$ cat config.mk
export PLATFORM = sky130hd
export DESIGN_NAME = fetch_queue
export DESIGN_NICKNAME = d
export VERILOG_FILES = /design/src/rtl/fetch_queue_pkg.sv /design/src/rtl/fetch_fifo.sv /design/src/rtl/fetch_queue.sv
export SDC_FILE = /design/constraint.sdc
export NUM_CORES = 1
export LEC_CHECK = 0
export ABC_AREA = 1
export CORE_UTILIZATION = 55
export DETAILED_ROUTE_END_ITERATION = 10
export PLACE_DENSITY = 0.78
export SLEW_MARGIN = 20
export SYNTH_ARGS = -nofsm -noshare
export SYNTH_HDL_FRONTEND = slang
export SYNTH_SLANG_ARGS = --single-unit
$ cat constraint.sdc
create_clock -name clk -period 6.7 [get_ports clk]
set_input_delay 1.005 -clock clk [delete_from_list [all_inputs] [get_ports clk]]
set_output_delay 1.005 -clock clk [all_outputs]
set_load 0.005 [all_outputs]
$ cat src/rtl/fetch_queue_pkg.sv
// Shared definitions for the instruction fetch queue: opcodes, entry layout, FSM encoding.
package fetch_queue_pkg;

   // RV32 control-flow opcodes that change the sequential fetch stream
   localparam logic [6:0] OPC_BRANCH = 7'b1100011;
   localparam logic [6:0] OPC_JALR   = 7'b1100111;
   localparam logic [6:0] OPC_JAL    = 7'b1101111;

   // Fetch-entry field widths; the two address fields (pc, stack_top) scale with ADDR_W
   localparam int unsigned INSTR_W = 32;
   localparam int unsigned C_W     = 1;
   localparam int unsigned PRED_W  = 1;

   typedef enum logic [1:0] {
      StIdle = 2'd0,
      StWait = 2'd1,
      StDrop = 2'd2
   } fetch_state_e;

   // Entry layout: {instruction, c, pc, br_prediction, stack_top}
   function automatic int unsigned entry_width(int unsigned addr_w);
      return INSTR_W + C_W + PRED_W + 2 * addr_w;
   endfunction

endpackage

$ cat src/rtl/fetch_fifo.sv
// Ring buffer holding fetched instruction entries; pop_data shows the oldest entry.
module fetch_fifo #(
   parameter int unsigned DEPTH = 4,
   parameter int unsigned WIDTH = 32
) (
   input  logic                    clk,
   input  logic                    rst,
   input  logic                    clear,
   input  logic                    push,
   input  logic [WIDTH-1:0]        push_data,
   input  logic                    pop,
   output logic [WIDTH-1:0]        pop_data,
   output logic [$clog2(DEPTH):0]  count
);

   localparam int unsigned PTR_W = $clog2(DEPTH);

   logic [WIDTH-1:0] mem_q [DEPTH];
   logic [PTR_W-1:0] wr_ptr_q;
   logic [PTR_W-1:0] rd_ptr_q;
   logic [PTR_W:0]   count_q;

   // Pointers and occupancy; DEPTH is a power of two so pointers wrap naturally
   always_ff @(posedge clk) begin
      if (rst || clear) begin
         wr_ptr_q <= '0;
         rd_ptr_q <= '0;
         count_q  <= '0;
      end else begin
         if (push) wr_ptr_q <= wr_ptr_q + PTR_W'(1);
         if (pop)  rd_ptr_q <= rd_ptr_q + PTR_W'(1);
         if (push && !pop) begin
            count_q <= count_q + (PTR_W+1)'(1);
         end else if (pop && !push) begin
            count_q <= count_q - (PTR_W+1)'(1);
         end
      end
   end

   // Entry storage; contents are don't-care until written
   always_ff @(posedge clk) begin
      if (push && !clear && !rst) mem_q[wr_ptr_q] <= push_data;
   end

   assign pop_data = mem_q[rd_ptr_q];
   assign count    = count_q;

endmodule

$ cat src/rtl/fetch_queue.sv
// Instruction fetch front end: issues one icache request at a time, predicts the next PC
// from each response and buffers entries for the decoder in a small FIFO.
module fetch_queue
   import fetch_queue_pkg::*;
#(
   parameter int unsigned DEPTH  = 4,
   parameter int unsigned ADDR_W = 17
) (
   input  logic                    clk,
   input  logic                    rst,
   input  logic                    pc_rst,
   input  logic [ADDR_W-1:0]       new_pc,
   output logic [ADDR_W-1:0]       branch_query_addr,
   input  logic                    branch_query_prediction,
   input  logic [ADDR_W-1:0]       stack_top,
   output logic                    icache_fetch_en,
   output logic [ADDR_W-1:0]       icache_fetch_addr,
   input  logic                    icache_out_en,
   input  logic [31:0]             icache_instruction,
   input  logic                    icache_cinstruction,
   input  logic                    out_ready,
   output logic                    instruction_en,
   output logic [31:0]             instruction,
   output logic                    c_instruction,
   output logic [ADDR_W-1:0]       pc_out,
   output logic [ADDR_W-1:0]       instruction_addr_prediction,
   output logic                    instruction_br_prediction,
   output logic [$clog2(DEPTH):0]  count
);

   localparam int unsigned CNT_W   = $clog2(DEPTH) + 1;
   localparam int unsigned ENTRY_W = entry_width(ADDR_W);
   localparam logic [CNT_W-1:0] FULL_CNT  = CNT_W'(DEPTH);
   localparam logic [CNT_W:0]   FULL_NEXT = (CNT_W+1)'(DEPTH);

   fetch_state_e      state_q, state_d;
   logic [ADDR_W-1:0] fetch_pc_q, fetch_pc_d;
   logic [ADDR_W-1:0] next_pc, len;
   logic signed [31:0] b_imm, j_imm;
   logic              push, pop;
   logic [CNT_W:0]    cnt_after_push;
   logic [ENTRY_W-1:0] push_data, pop_data;

   // Immediates are sign-extended to 32 bits, then truncated/extended to ADDR_W
   always_comb begin
      b_imm = {{20{icache_instruction[31]}}, icache_instruction[7], icache_instruction[30:25],
               icache_instruction[11:8], 1'b0};
      j_imm = {{12{icache_instruction[31]}}, icache_instruction[19:12], icache_instruction[20],
               icache_instruction[30:21], 1'b0};
      len   = icache_cinstruction ? ADDR_W'(2) : ADDR_W'(4);
      case (icache_instruction[6:0])
         OPC_BRANCH: next_pc = branch_query_prediction ? fetch_pc_q + ADDR_W'(b_imm)
                                                       : fetch_pc_q + len;
         OPC_JALR:   next_pc = stack_top;
         OPC_JAL:    next_pc = fetch_pc_q + ADDR_W'(j_imm);
         default:    next_pc = fetch_pc_q + len;
      endcase
   end

   // Pop is independent of the push this cycle: an entry written now is visible next cycle
   assign pop            = (count != '0) && out_ready && !pc_rst;
   assign cnt_after_push = {1'b0, count} + (CNT_W+1)'(1) - (CNT_W+1)'(pop);

   // Fetch FSM next state, request strobe and push decision
   always_comb begin
      state_d           = state_q;
      fetch_pc_d        = fetch_pc_q;
      icache_fetch_en   = 1'b0;
      icache_fetch_addr = fetch_pc_q;
      push              = 1'b0;
      unique case (state_q)
         StIdle: begin
            if (pc_rst) begin
               fetch_pc_d = new_pc;
            end else if (count < FULL_CNT) begin
               icache_fetch_en = 1'b1;
               state_d         = StWait;
            end
         end
         StWait: begin
            if (pc_rst) begin
               fetch_pc_d = new_pc;
               state_d    = icache_out_en ? StIdle : StDrop;
            end else if (icache_out_en) begin
               push              = 1'b1;
               fetch_pc_d        = next_pc;
               icache_fetch_addr = next_pc;
               if (cnt_after_push < FULL_NEXT) begin
                  icache_fetch_en = 1'b1;
               end else begin
                  state_d = StIdle;
               end
            end
         end
         StDrop: begin
            // The outstanding response belongs to a flushed stream and is discarded
            if (pc_rst) fetch_pc_d = new_pc;
            if (icache_out_en) state_d = StIdle;
         end
         default: state_d = StIdle;
      endcase
      if (rst) begin
         icache_fetch_en = 1'b0;
         push            = 1'b0;
      end
   end

   // FSM state and fetch PC registers
   always_ff @(posedge clk) begin
      if (rst) begin
         state_q    <= StIdle;
         fetch_pc_q <= '0;
      end else begin
         state_q    <= state_d;
         fetch_pc_q <= fetch_pc_d;
      end
   end

   assign branch_query_addr = fetch_pc_q;
   assign push_data = {icache_instruction, icache_cinstruction, fetch_pc_q,
                       branch_query_prediction, stack_top};

   fetch_fifo #(
      .DEPTH (DEPTH),
      .WIDTH (ENTRY_W)
   ) u_fifo (
      .clk       (clk),
      .rst       (rst),
      .clear     (pc_rst),
      .push      (push),
      .push_data (push_data),
      .pop       (pop),
      .pop_data  (pop_data),
      .count     (count)
   );

   // Registered decoder interface; instruction_en is a one-cycle strobe per popped entry
   always_ff @(posedge clk) begin
      if (rst) begin
         instruction_en              <= 1'b0;
         instruction                 <= '0;
         c_instruction               <= 1'b0;
         pc_out                      <= '0;
         instruction_br_prediction   <= 1'b0;
         instruction_addr_prediction <= '0;
      end else if (pc_rst) begin
         instruction_en <= 1'b0;
      end else if (pop) begin
         instruction_en <= 1'b1;
         {instruction, c_instruction, pc_out, instruction_br_prediction,
          instruction_addr_prediction} <= pop_data;
      end else begin
         instruction_en <= 1'b0;
      end
   end

endmodule

==> impl_summary.md <==
Status
The run finished with clean final reports.

Critical path
Together, buffers and inverters on the worst path number 4. The dominant delay contributor by cell family on the critical path is buffers and inverters. The worst setup path is of the primary input to output pin kind. On the worst path, the slowest cell contributes a delay of 0.94 ns. The required time reported for the critical path endpoint is 5.69 ns.

Among all stages on the critical path, the largest delay is contributed by sky130_fd_sc_hd__clkdlybuf4s50_1. The reg-to-reg setup timing slack is 3.43 ns. The maximum fanout count along the critical path is 20. The nature of the critical path endpoint is an output pin. The signal on the critical path passes through clkdlybuf4s50_1 -> clkinv_1 -> nor2_4 -> inv_1 -> nor2_2 -> nand2_1 -> nand2_1 -> clkdlybuf4s50_1. The startpoint type of the worst setup path is a primary input. STA puts the critical path data arrival time at 4.18 ns.

Clock network
The buffers inserted during post-CTS setup optimization is 0. In this run, post-CTS hold repair placed 0 buffers. TritonCTS built the clock tree. Once the clock tree was built, the resizer swapped 0 gates to a different size.

The latest clock arrival within the worst-skew pair is 0.53 ns. The tree built by TritonCTS fans out to 367 sinks. The clock-pin slew on the worst setup and hold paths is 0.06 ns. The root cell of the clock tree is sky130_fd_sc_hd__clkbuf_16.

The number of buffers created by CTS is 37. The number of buffers on the longest clock path is 3. In this run the number of H-tree levels came out at 2.

Synth
Yosys mapped the design onto 42 distinct sky130hd cell types. The number of standard cells after synthesis is 1753. The post-synth net total is 1861. The cell area after synthesis is 16620 um2.

Yosys printed 0 warnings. The count of flip-flops with a built-in enable after synthesis is 272. After synthesis the netlist holds a flip-flop and latch count of 367. After synthesis, the mean cell area works out to 9.482 um2. For this run, the leading register cell type out of synthesis is sky130_fd_sc_hd__edfxtp_1.

In the synthesized netlist the async set-or-reset flop fraction comes to 0%. The sequential share of the synthesized area is 60.58%.

STA
Adding up every negative setup slack in the final design gives 0 ns. Setup repair after global routing left no endpoint under its margin. Headroom to the max-slew limit came out at 28.74%.

The number of pins exceeding their max-slew limit in the final report came to 0. The final number of hold-violating endpoints was 0. Across the routed clock network, the largest skew measured is 0.01385 ns. The number of endpoints failing setup at the final stage is 0.

At the pin with the least slew margin, the transition time is 1.069 ns. The smallest clock period supported by the final layout is computed as 5.190 ns. Static timing analysis puts the maximum clock frequency at 0.1927 GHz. The worst path uses 77.46% of the clock period.

The worst-case setup margin in the final layout is 1.510 ns.

Route
In the final routed layout, each cell accounts on average for 20.01 um. The final routed DRC violation total is 0. The number of detailed-route iterations in the first pass is 6. The routed layout has 13262 vias. The routed via count divided by cell count is 5.714. The first-iteration detailed-routing DRC count is 1241.

The final wirelength is 46.45 mm. The count of nets left with antenna violations once routing finished came out at 0.

Pwr
IR analysis of the VDD net gives a maximum drop of 0.0001510 V. Internal power comes to 0.003865 W. Net switching is 23.66% of the power.

The static power due to leakage is 7.519 nW. The proportion of power drawn by combinational gates is 9.5%. For this design the ratio of total power to cell area is 253.5 nW/um2. Of the total power, the clock network draws 40.6%.

The switching power is 0.001197 W. Of the total power, registers draw 49.8%.

Floorplan
The initial core utilization is 55.93%. During I/O placement, the number of pins put on the boundary was 180. Row generation in the floorplan step produced 63 rows.

The vertical die dimension is 175.8 um. The die area is 30920 um2. The area inside the core boundary is 29720 um2. The die outline width is 175.8 um.

Placed design
Port buffering added 179 buffers. The last weighted congestion value of the routability-driven placer is 0.9463. Prior to clock tree synthesis, the placed netlist has a worst setup slack of 1.612 ns. Detailed placement finished with a half-perimeter wire length of 30.22 mm.

Final layout
The share of layout cells above drive strength 1 is 6.163%. In the layout the commonest cells are 322 x sky130_fd_sc_hd__nor2_1, 272 x sky130_fd_sc_hd__edfxtp_1, 267 x sky130_fd_sc_hd__nand2_1, 241 x sky130_fd_sc_hd__o21ai_0, 179 x sky130_fd_sc_hd__clkdlybuf4s50_1. 0 antenna diodes ended up in the layout. Measured on the finished design, the core utilization comes to 67.21%.

After the last flow step, the layout net total stands at 2011. The area added between synthesis and finish is 20.15%. Leaving out fill and tap cells, the most frequent cell in the layout is sky130_fd_sc_hd__nor2_1.

GRT
The first global-routing pass estimated 71.19 mm of wire. Global routing consumed, over all layers together, 30.08% of the routing resources. The number of global-route vias before repair is 12922. The final global-route overflow total is 0. Entering global routing, the biggest net connects 95 pins.

The number of antenna violations at the first check in global routing is 0.

Min path
The class of the tightest hold or removal check is flip-flop to flip-flop.

Flow run
The tool flagged a number of max-cap violations equal to 0.
[area by class of cell]
type	instances	area, um2
well taps	390	488.0
flip-flops and latches	367	10070
clock inverters	13	162.7
multi-input cells	1165	5731
fillers	2253	9746
clock buffers	54	1041
inverters	135	510.5
repair buffers	197	1964
[worst min-delay path, delay by kind of cell (launching register included)]
| family | cells | cell delay, ns |
|---|---|---|
| flops | 1 | 0.33 |
| simple gates | 1 | 0.08 |
| compound gates | 1 | 0.06 |
[worst paths after layout]
| kind | from | endpoint | cells after the start |
|---|---|---|---|
| worst max-delay path | icache_out_en | icache_fetch_en | 8 |
| worst max register to register | state_q[0] | u_fifo.mem_q[2][62] | 11 |
| worst min register to register | state_q[1] | state_q[1] | 2 |
| worst min-delay path | state_q[1] | state_q[1] | 2 |
[logic make-up (layout without fill, tap and decap cells)]
group	Yosys count	count (layout)	synth area share [%]
buffers and inverters	221	399	5.126
AOI/OAI and AO/OA	393	393	12.74
and+or+nand+nor	725	725	18.10
adders and majority gates	35	35	2.815
muxes	1	1	0.06022
xor gates and xnor gates	11	11	0.5796
DFF	367	367	60.58
[cells in the mapped netlist (2+ instances only)]
cell type	number	area share [%]
sky130_fd_sc_hd__nor2_1	326	7.4
sky130_fd_sc_hd__edfxtp_1	272	49
sky130_fd_sc_hd__nand2_1	267	6.0
sky130_fd_sc_hd__o21ai_0	241	7.3
sky130_fd_sc_hd__inv_1	124	2.8
sky130_fd_sc_hd__dfxtp_1	95	11
sky130_fd_sc_hd__a31oi_1	72	2.7
sky130_fd_sc_hd__nand3_1	71	2.1
sky130_fd_sc_hd__clkbuf_1	69	1.6
sky130_fd_sc_hd__a21oi_1	59	1.8
sky130_fd_sc_hd__ha_1	31	2.3
sky130_fd_sc_hd__nand4_1	11	0.41
sky130_fd_sc_hd__nor3_1	10	0.30
sky130_fd_sc_hd__buf_2	9	0.27
sky130_fd_sc_hd__inv_2	9	0.20
sky130_fd_sc_hd__nand2_2	8	0.30
sky130_fd_sc_hd__xor2_1	8	0.42
sky130_fd_sc_hd__nand3b_1	7	0.32
sky130_fd_sc_hd__buf_1	6	0.14
sky130_fd_sc_hd__or2_2	6	0.23
sky130_fd_sc_hd__nand3_2	5	0.30
sky130_fd_sc_hd__nor2_2	5	0.19
sky130_fd_sc_hd__nor2_4	5	0.34
sky130_fd_sc_hd__fa_1	4	0.48
sky130_fd_sc_hd__o21ai_1	4	0.12
sky130_fd_sc_hd__o22ai_1	4	0.15
sky130_fd_sc_hd__o2111ai_1	3	0.16
sky130_fd_sc_hd__o211ai_1	3	0.14
sky130_fd_sc_hd__xnor2_1	3	0.16
sky130_fd_sc_hd__a21oi_2	2	0.11
sky130_fd_sc_hd__and2_1	2	0.075
sky130_fd_sc_hd__clkinv_1	2	0.045
[per-stage QoR]
| step | power, W | std cells | hold slack [ns] | cell area, um2 |
|---|---|---|---|---|
| global route | 0.005213 | 2321 | 0.5475 | 19970 |
| floorplan | 0.002809 | 1753 | 0.4751 | 16620 |
| global placement | 0.003036 | 2254 | 0.4869 | 18770 |
| detailed placement | 0.003043 | 2254 | 0.4986 | 18770 |
| CTS | 0.005069 | 2321 | 0.5100 | 19970 |
| finish | 0.005062 | 2321 | 0.5154 | 19970 |
[power groups by stage]
stage               logic [W]  clock network, W  registers (W)
floorplan            0.000264                 0        0.00254
global placement     0.000466                 0        0.00257
detailed placement   0.000473                 0        0.00257
CTS                  0.000477           0.00207        0.00252
global route         0.000532           0.00216        0.00252
finish               0.000483           0.00206        0.00252
[registers in the layout, indices dropped and copies added (netlist names)]
name / cells
branch_query_addr: 17
c_instruction: 1
instruction: 32
instruction_addr_prediction: 17
instruction_br_prediction: 1
instruction_en: 1
pc_out: 17
state_q: 2
u_fifo.count: 3
u_fifo.mem_q: 272
u_fifo.rd_ptr_q: 2
u_fifo.wr_ptr_q: 2
[routing by layer]
layer	wire length (um)	up-vias	GRT usage [%]
li1	-	6315	-
met1	19400	6315	40.00
met5	0	-	0
met4	1241	0	9.275
met2	22470	542	51.09
met3	3343	90	4.199
No activity file was read; power rests on OpenSTA's default activity.
